**src/rtl/twiddle_rotator_stage3_pkg.sv**
```systemverilog
// Shared constants and types for the stage-3 twiddle rotator and its complex multiplier.
package twiddle_rotator_stage3_pkg;

  localparam int unsigned TW_FRAC = 12;
  localparam int          TW_ONE  = 1 << TW_FRAC;
  localparam int unsigned ROM_LAT = 1;
  localparam longint      ROUND_K = longint'(1) << (TW_FRAC - 1);

  typedef struct packed {
    logic valid;
    logic sof;
  } tag_t;

  function automatic longint round_k(input int unsigned frac);
    return longint'(1) << (frac - 1);
  endfunction

  function automatic longint sat_hi(input int unsigned dw);
    return (longint'(1) << (dw - 1)) - 1;
  endfunction

  function automatic longint sat_lo(input int unsigned dw);
    return -(longint'(1) << (dw - 1));
  endfunction

endpackage

```
**src/rtl/twiddle_rotator_stage3_cmul.sv**
```systemverilog
// Two-stage registered complex multiply (a * w) with round-half-up and saturation.
module cmul_round_sat
  import twiddle_rotator_stage3_pkg::*;
#(
  parameter int unsigned DW      = 16,
  parameter int unsigned TW      = 14,
  parameter int unsigned TW_FRAC = 12
) (
  input  logic                 clk,
  input  logic                 rst_n,
  input  logic                 en_mul,
  input  logic                 en_out,
  input  logic signed [DW-1:0] a_re,
  input  logic signed [DW-1:0] a_im,
  input  logic signed [TW-1:0] w_cos,
  input  logic signed [TW-1:0] w_sin,
  output logic signed [DW-1:0] y_re,
  output logic signed [DW-1:0] y_im
);

  localparam int unsigned PW = DW + TW;
  localparam int unsigned AW = PW + 1;
  localparam int unsigned SW = AW - TW_FRAC;
  localparam logic signed [AW-1:0] RND = AW'(round_k(TW_FRAC));
  localparam logic signed [SW-1:0] HI  = SW'(sat_hi(DW));
  localparam logic signed [SW-1:0] LO  = SW'(sat_lo(DW));

  logic signed [PW-1:0] p_rc, p_is, p_rs, p_ic;
  logic signed [AW-1:0] acc_re, acc_im;
  logic signed [SW-1:0] sh_re, sh_im;

  function automatic logic signed [DW-1:0] sat(input logic signed [SW-1:0] v);
    if (v > HI)      return HI[DW-1:0];
    else if (v < LO) return LO[DW-1:0];
    else             return v[DW-1:0];
  endfunction

  always_ff @(posedge clk) begin
    if (en_mul) begin
      p_rc <= PW'(a_re) * PW'(w_cos);
      p_is <= PW'(a_im) * PW'(w_sin);
      p_rs <= PW'(a_re) * PW'(w_sin);
      p_ic <= PW'(a_im) * PW'(w_cos);
    end
  end

  // Slicing off the fraction bits is the arithmetic shift right by TW_FRAC.
  always_comb begin
    acc_re = {p_rc[PW-1], p_rc} - {p_is[PW-1], p_is} + RND;
    acc_im = {p_rs[PW-1], p_rs} + {p_ic[PW-1], p_ic} + RND;
    sh_re  = acc_re[AW-1:TW_FRAC];
    sh_im  = acc_im[AW-1:TW_FRAC];
  end

  always_ff @(posedge clk) begin
    if (!rst_n) begin
      y_re <= '0;
      y_im <= '0;
    end else if (en_out) begin
      y_re <= sat(sh_re);
      y_im <= sat(sh_im);
    end
  end

endmodule

```
**src/rtl/twiddle_rotator_stage3.sv**
```systemverilog
// Stage-3 twiddle rotator: DIF twiddle addressing over 8-sample sub-blocks, 3-cycle rotate.
module twiddle_rotator_stage3
  import twiddle_rotator_stage3_pkg::*;
#(
  parameter int unsigned N    = 256,
  parameter int unsigned SIZE = 8,
  parameter int unsigned DW   = 16,
  parameter int unsigned TW   = 14
) (
  input  logic                   clk,
  input  logic                   rst_n,
  input  logic                   in_valid,
  input  logic                   in_sof,
  input  logic signed [DW-1:0]   in_re,
  input  logic signed [DW-1:0]   in_im,
  output logic        [SIZE-3:0] tw_addr,
  output logic                   tw_en,
  input  logic signed [TW-1:0]   tw_cos,
  input  logic signed [TW-1:0]   tw_sin,
  output logic                   out_valid,
  output logic                   out_sof,
  output logic signed [DW-1:0]   out_re,
  output logic signed [DW-1:0]   out_im
);

  if (N != (1 << SIZE) || ROM_LAT != 1) begin : g_param_check
    $error("twiddle_rotator_stage3: N must be 2**SIZE and ROM latency must be 1");
  end

  logic [2:0]          cnt, cnt_eff;
  logic [1:0]          idx;
  logic signed [DW-1:0] d_re, d_im;
  tag_t                t1, t2;

  // Upper half of the sub-block uses twiddle index r; lower half uses index 0.
  always_comb begin
    cnt_eff = in_sof ? '0 : cnt;
    idx     = cnt_eff[2] ? cnt_eff[1:0] : 2'd0;
    tw_en   = in_valid;
  end

  always_ff @(posedge clk) begin
    if (!rst_n) begin
      cnt     <= '0;
      tw_addr <= '0;
    end else if (in_valid) begin
      cnt     <= cnt_eff + 3'd1;
      tw_addr <= (SIZE-2)'(idx);
    end
  end

  always_ff @(posedge clk) begin
    if (in_valid) begin
      d_re <= in_re;
      d_im <= in_im;
    end
  end

  always_ff @(posedge clk) begin
    if (!rst_n) begin
      t1        <= '0;
      t2        <= '0;
      out_valid <= 1'b0;
      out_sof   <= 1'b0;
    end else begin
      t1        <= '{valid: in_valid, sof: in_valid & in_sof};
      t2        <= t1;
      out_valid <= t2.valid;
      out_sof   <= t2.sof;
    end
  end

  cmul_round_sat #(
    .DW      (DW),
    .TW      (TW),
    .TW_FRAC (TW_FRAC)
  ) u_cmul (
    .clk    (clk),
    .rst_n  (rst_n),
    .en_mul (t1.valid),
    .en_out (t2.valid),
    .a_re   (d_re),
    .a_im   (d_im),
    .w_cos  (tw_cos),
    .w_sin  (tw_sin),
    .y_re   (out_re),
    .y_im   (out_im)
  );

endmodule

```
**config.mk**
```make
export PLATFORM = sky130hd
export DESIGN_NAME = twiddle_rotator_stage3
export DESIGN_NICKNAME = d
export VERILOG_FILES = /design/src/rtl/twiddle_rotator_stage3_pkg.sv /design/src/rtl/twiddle_rotator_stage3_cmul.sv /design/src/rtl/twiddle_rotator_stage3.sv
export SDC_FILE = /design/constraint.sdc
export NUM_CORES = 2
export LEC_CHECK = 0
export BUFFER_PORTS_ARGS = -buffer_cell sky130_fd_sc_hd__buf_2
export CORE_ASPECT_RATIO = 1.1
export CORE_MARGIN = 2
export CORE_UTILIZATION = 55
export CTS_CLUSTER_DIAMETER = 50
export CTS_CLUSTER_SIZE = 40
export DETAILED_ROUTE_END_ITERATION = 8
export HOLD_SLACK_MARGIN = 0.03
export PLACE_DENSITY = 0.72
export SETUP_SLACK_MARGIN = 0.5
export SLEW_MARGIN = 40
export SYNTH_ARGS = -nofsm -noshare
export SYNTH_HDL_FRONTEND = slang
export SYNTH_SLANG_ARGS = --single-unit
```
**constraint.sdc**
```tcl
create_clock -name clk -period 10.3 [get_ports clk]
set_clock_uncertainty 0.15 [all_clocks]
set_input_delay 0.515 -clock clk [delete_from_list [all_inputs] [get_ports clk]]
set_output_delay 0.515 -clock clk [all_outputs]
set_load 0.05 [all_outputs]
```
==> results.md <==
• Post-DP Area: 0.0442 mm²
• sum of met3 wire segment lengths after detailed routing: 4610 µm
• maximum number of pins on one net before global-route repair: 69
• total of flip-flops plus latches after synthesis: 195
• Crit. End Element: flop
• number of levels the H-tree was split into: 4
• count of distinct cell types in the synthesized netlist: 77
• largest area contributor in the netlist: sky130_fd_sc_hd__fa_1
• clock root cell: sky130_fd_sc_hd__clkbuf_16
• number of pins exceeding their max-slew limit in the final report: 0
• number of enable-type register cells in the synthesized netlist: 152
• library cell with the highest instance count after synthesis: sky130_fd_sc_hd__inv_1
• sum of overflow across all layers after global routing: 0
• CP Max Fanout: 28
• per-cell via count in the routed design: 5.35
• post-layout net count: 5787
• Worst Reg2Reg Path Length in Cells: 26
• post-cts resize count: 0
• post-synthesis area per instance: 9.63 µm²
• remaining design rule violation count: 0
• worst slew pin tran: 0.831 ns
• area of the die: 0.0801 mm²
• Die Y: 297 µm
• clk sinks: 195
• worst reg2reg startpoint: d_re[7]$_DFFE_PP_
• hold violation count in the final report: 0
• Critical Path RT: 10.42 ns
• CP startpoint: d_re[7]$_DFFE_PP_
• CP Capture Point: u_cmul.p_rs[28]$_DFFE_PP_
• final period demand of the worst path: 7.29 ns
• first-pass GRT wire length: 168000 µm
• number of global-route vias before repair: 32200
• top cell type's share of synthesized area: 41.0%
• sequential fraction of the synthesis area: 12.7%
• final design utilization: 58.4%
• finished layout cell area: 0.0451 mm²
• data arrival time of the critical path: 7.42 ns
• top_reg_cell synth: sky130_fd_sc_hd__edfxtp_1
• initial DRC count: 1673
• Final setup violation count: 0
• Top Metal Used: met5
• GRT Total Usage: 26.9%
• post-synthesis cell area: 0.0428 mm²
• initial standard-cell utilization of the core: 55.4%
• area of the core: 0.0772 mm²
• antenna violations before repair: 5
• leading cell types by count after synthesis: sky130_fd_sc_hd__inv_1, sky130_fd_sc_hd__fa_1, sky130_fd_sc_hd__and2_1, sky130_fd_sc_hd__nand2_1, sky130_fd_sc_hd__ha_1
• ratio of final minimum period to clock period: 70.8%
• share of cells above drive strength 1: 5.54%
• r2r endpoint: u_cmul.p_rs[28]$_DFFE_PP_
• cells taking the most area after synthesis: sky130_fd_sc_hd__fa_1, sky130_fd_sc_hd__ha_1, sky130_fd_sc_hd__edfxtp_1
• Synth Warn #: 0
• Detail Route met2 WL: 49900 µm
• port buffer count: 100
• setup repair after global routing missed its margin: false
• R2R setup slack: 3.01 ns
• worst-case headroom to the max-slew limit: 44.6%
• clock tree from TritonCTS: done
• overall routed net length: 99600 µm
• number of instances in the synthesized netlist: 4448
• result of the run: completed
• number of nets with antenna violations after routing: 0
• Site Rows: 107
• Max Root-Sink Buffers: 2
• total number of vias: 29400
• startpoint type of the worst setup path: flop
• maximum capacitance violations: 0
• wire length on met1: 39700 µm
• post-detailed-route wirelength per cell: 18.1 µm
• Area growth, synth to finish: 5.32%
• Fmax achieved: 0.137 GHz
• HPWL Detailed: 77500 µm
• insertion delay of the later-clocked pin in the worst-skew pair: 0.53 ns
• share of async-settable or async-resettable flops after synthesis: 0%
• number of buffers inserted during clock tree synthesis: 17
• Total Neg Setup Slack: 0 ns
• Pre-antenna DRT Iters: 7
• global placement routability congestion: 0.861
• post-CTS clock slew at the launch and capture registers of the worst setup and hold paths: 0.08 ns
• # fillers: 6678
• Top Ports: 105
• Horiz. Die Dim: 270 µm
• classification of the worst setup path: reg -> reg
• kind of path behind the tightest hold check: in -> reg
• WHS: 0.150 ns
-- routing by layer --
layer	vias up	GRT usage (%)
li1	13300	-
met1	15100	32.7
met2	789	47.5
met3	194	3.16
met4	2	13.5
met5	-	0
-- layout make-up --
cell class | count | area, µm² | area share, %
Clock buffer | 20 | 468 | 1.04
Multi-Input combinational cell | 3004 | 32700 | 72.4
Inverter | 1056 | 3960 | 8.79
Antenna cell | 2 | 5.00 | 0.0111
Clock inverter | 12 | 109 | 0.241
Timing Repair Buffer | 174 | 1170 | 2.60
Tap cell | 1035 | 1290 | 2.87
Sequential cell | 195 | 5430 | 12.0
-- layout by cell type (no fill, tap or decap), types with 10 or more instances in the layout --
| cell | count |
|---|---|
| sky130_fd_sc_hd__buf_4 | 39 |
| sky130_fd_sc_hd__a21oi_1 | 104 |
| sky130_fd_sc_hd__edfxtp_1 | 152 |
| sky130_fd_sc_hd__o21ai_0 | 78 |
| sky130_fd_sc_hd__ha_1 | 399 |
| sky130_fd_sc_hd__and2_1 | 484 |
| sky130_fd_sc_hd__a31oi_1 | 11 |
| sky130_fd_sc_hd__clkbuf_16 | 18 |
| sky130_fd_sc_hd__xor2_1 | 43 |
| sky130_fd_sc_hd__o211ai_1 | 10 |
| sky130_fd_sc_hd__dfxtp_1 | 42 |
| sky130_fd_sc_hd__o21bai_1 | 25 |
| sky130_fd_sc_hd__buf_2 | 100 |
| sky130_fd_sc_hd__fa_1 | 876 |
| sky130_fd_sc_hd__inv_1 | 1055 |
| sky130_fd_sc_hd__a21o_1 | 47 |
| sky130_fd_sc_hd__nor3_1 | 26 |
| sky130_fd_sc_hd__a21oi_2 | 22 |
| sky130_fd_sc_hd__nand3_1 | 26 |
| sky130_fd_sc_hd__o21a_1 | 19 |
| sky130_fd_sc_hd__a211oi_1 | 10 |
| sky130_fd_sc_hd__nand2b_1 | 31 |
| sky130_fd_sc_hd__xnor2_1 | 119 |
| sky130_fd_sc_hd__nor2b_1 | 17 |
| sky130_fd_sc_hd__dlygate4sd3_1 | 32 |
| sky130_fd_sc_hd__nand2_1 | 416 |
| sky130_fd_sc_hd__nor2_1 | 106 |
| sky130_fd_sc_hd__nand2_2 | 19 |
-- state kept, by name (all words and copies together) (netlist names) --
register	count
d_re	16
t2	2
out_sof	1
u_cmul.p_rc	30
out_valid	1
u_cmul.p_rs	30
d_im	16
t1	2
u_cmul.p_ic	30
u_cmul.y_re	16
cnt	3
u_cmul.y_im	16
tw_addr	2
u_cmul.p_is	30
-- per-stage QoR --
| step | setup slack [ns] | std cells |
|---|---|---|
| finish | 3.01 | 5498 |
| detailed placement | 2.81 | 5430 |
| global placement | 2.90 | 5430 |
| global route | 2.63 | 5497 |
| floorplan | 3.55 | 4451 |
| CTS | 3.08 | 5494 |
-- worst min-delay path by stage --
| stage | startpoint | endpoint | cells after the start | slack (ns) |
|---|---|---|---|---|
| after global routing | in_sof | t1[0]$_SDFF_PN0_ | 2 | 0.15 |
| final | in_sof | t1[0]$_SDFF_PN0_ | 2 | 0.15 |
| after CTS | in_sof | t1[0]$_SDFF_PN0_ | 2 | 0.11 |
| after global placement | t1[0]$_SDFF_PN0_ | t2[0]$_SDFF_PN0_ | 1 | 0.27 |
| after floorplan | t2[0]$_SDFF_PN0_ | out_sof$_SDFF_PN0_ | 1 | 0.26 |
| after detailed placement | t2[0]$_SDFF_PN0_ | out_sof$_SDFF_PN0_ | 1 | 0.27 |
-- cells by family after synthesis --
logic type	count (synthesis)	synth area share, %
muxes	2	0.0468
adders and majority gates	1275	52.6
other	1	0.00876
xor gates and xnor gates	164	3.39
and+or+nand+nor	1165	13.9
DFF	195	12.7
AOI/OAI and AO/OA	394	6.28
buffers and inverters	1252	11.1
-- repair_timing --
item                                   in CTS  in global routing
setup buffers                               0                  0
hold buffers                               32                  0
endpoints found under the hold margin      32                  0
-- worst max-delay path: stages (launching register included) --
cell and delay, ns:
sky130_fd_sc_hd__edfxtp_1 0.38, sky130_fd_sc_hd__buf_4 0.26, sky130_fd_sc_hd__and2_1 0.24, sky130_fd_sc_hd__fa_1 0.53
sky130_fd_sc_hd__inv_1 0.05, sky130_fd_sc_hd__fa_1 0.47, sky130_fd_sc_hd__inv_1 0.05, sky130_fd_sc_hd__fa_1 0.49
sky130_fd_sc_hd__inv_1 0.05, sky130_fd_sc_hd__fa_1 0.52, sky130_fd_sc_hd__inv_1 0.04, sky130_fd_sc_hd__fa_1 0.47
sky130_fd_sc_hd__inv_1 0.05, sky130_fd_sc_hd__fa_1 0.47, sky130_fd_sc_hd__inv_1 0.04, sky130_fd_sc_hd__ha_1 0.34
sky130_fd_sc_hd__a21o_1 0.18, sky130_fd_sc_hd__a21oi_1 0.13, sky130_fd_sc_hd__o21ai_0 0.13, sky130_fd_sc_hd__nor4_1 0.52
sky130_fd_sc_hd__o21ai_0 0.33, sky130_fd_sc_hd__a31oi_1 0.32, sky130_fd_sc_hd__nor3b_1 0.11, sky130_fd_sc_hd__o21a_1 0.20
sky130_fd_sc_hd__o21ai_0 0.21, sky130_fd_sc_hd__mux2i_1 0.21, sky130_fd_sc_hd__nand2_1 0.06
Power is not shown: default switching activity piles up to over one toggle a cycle in this logic, so the estimate is an artifact.
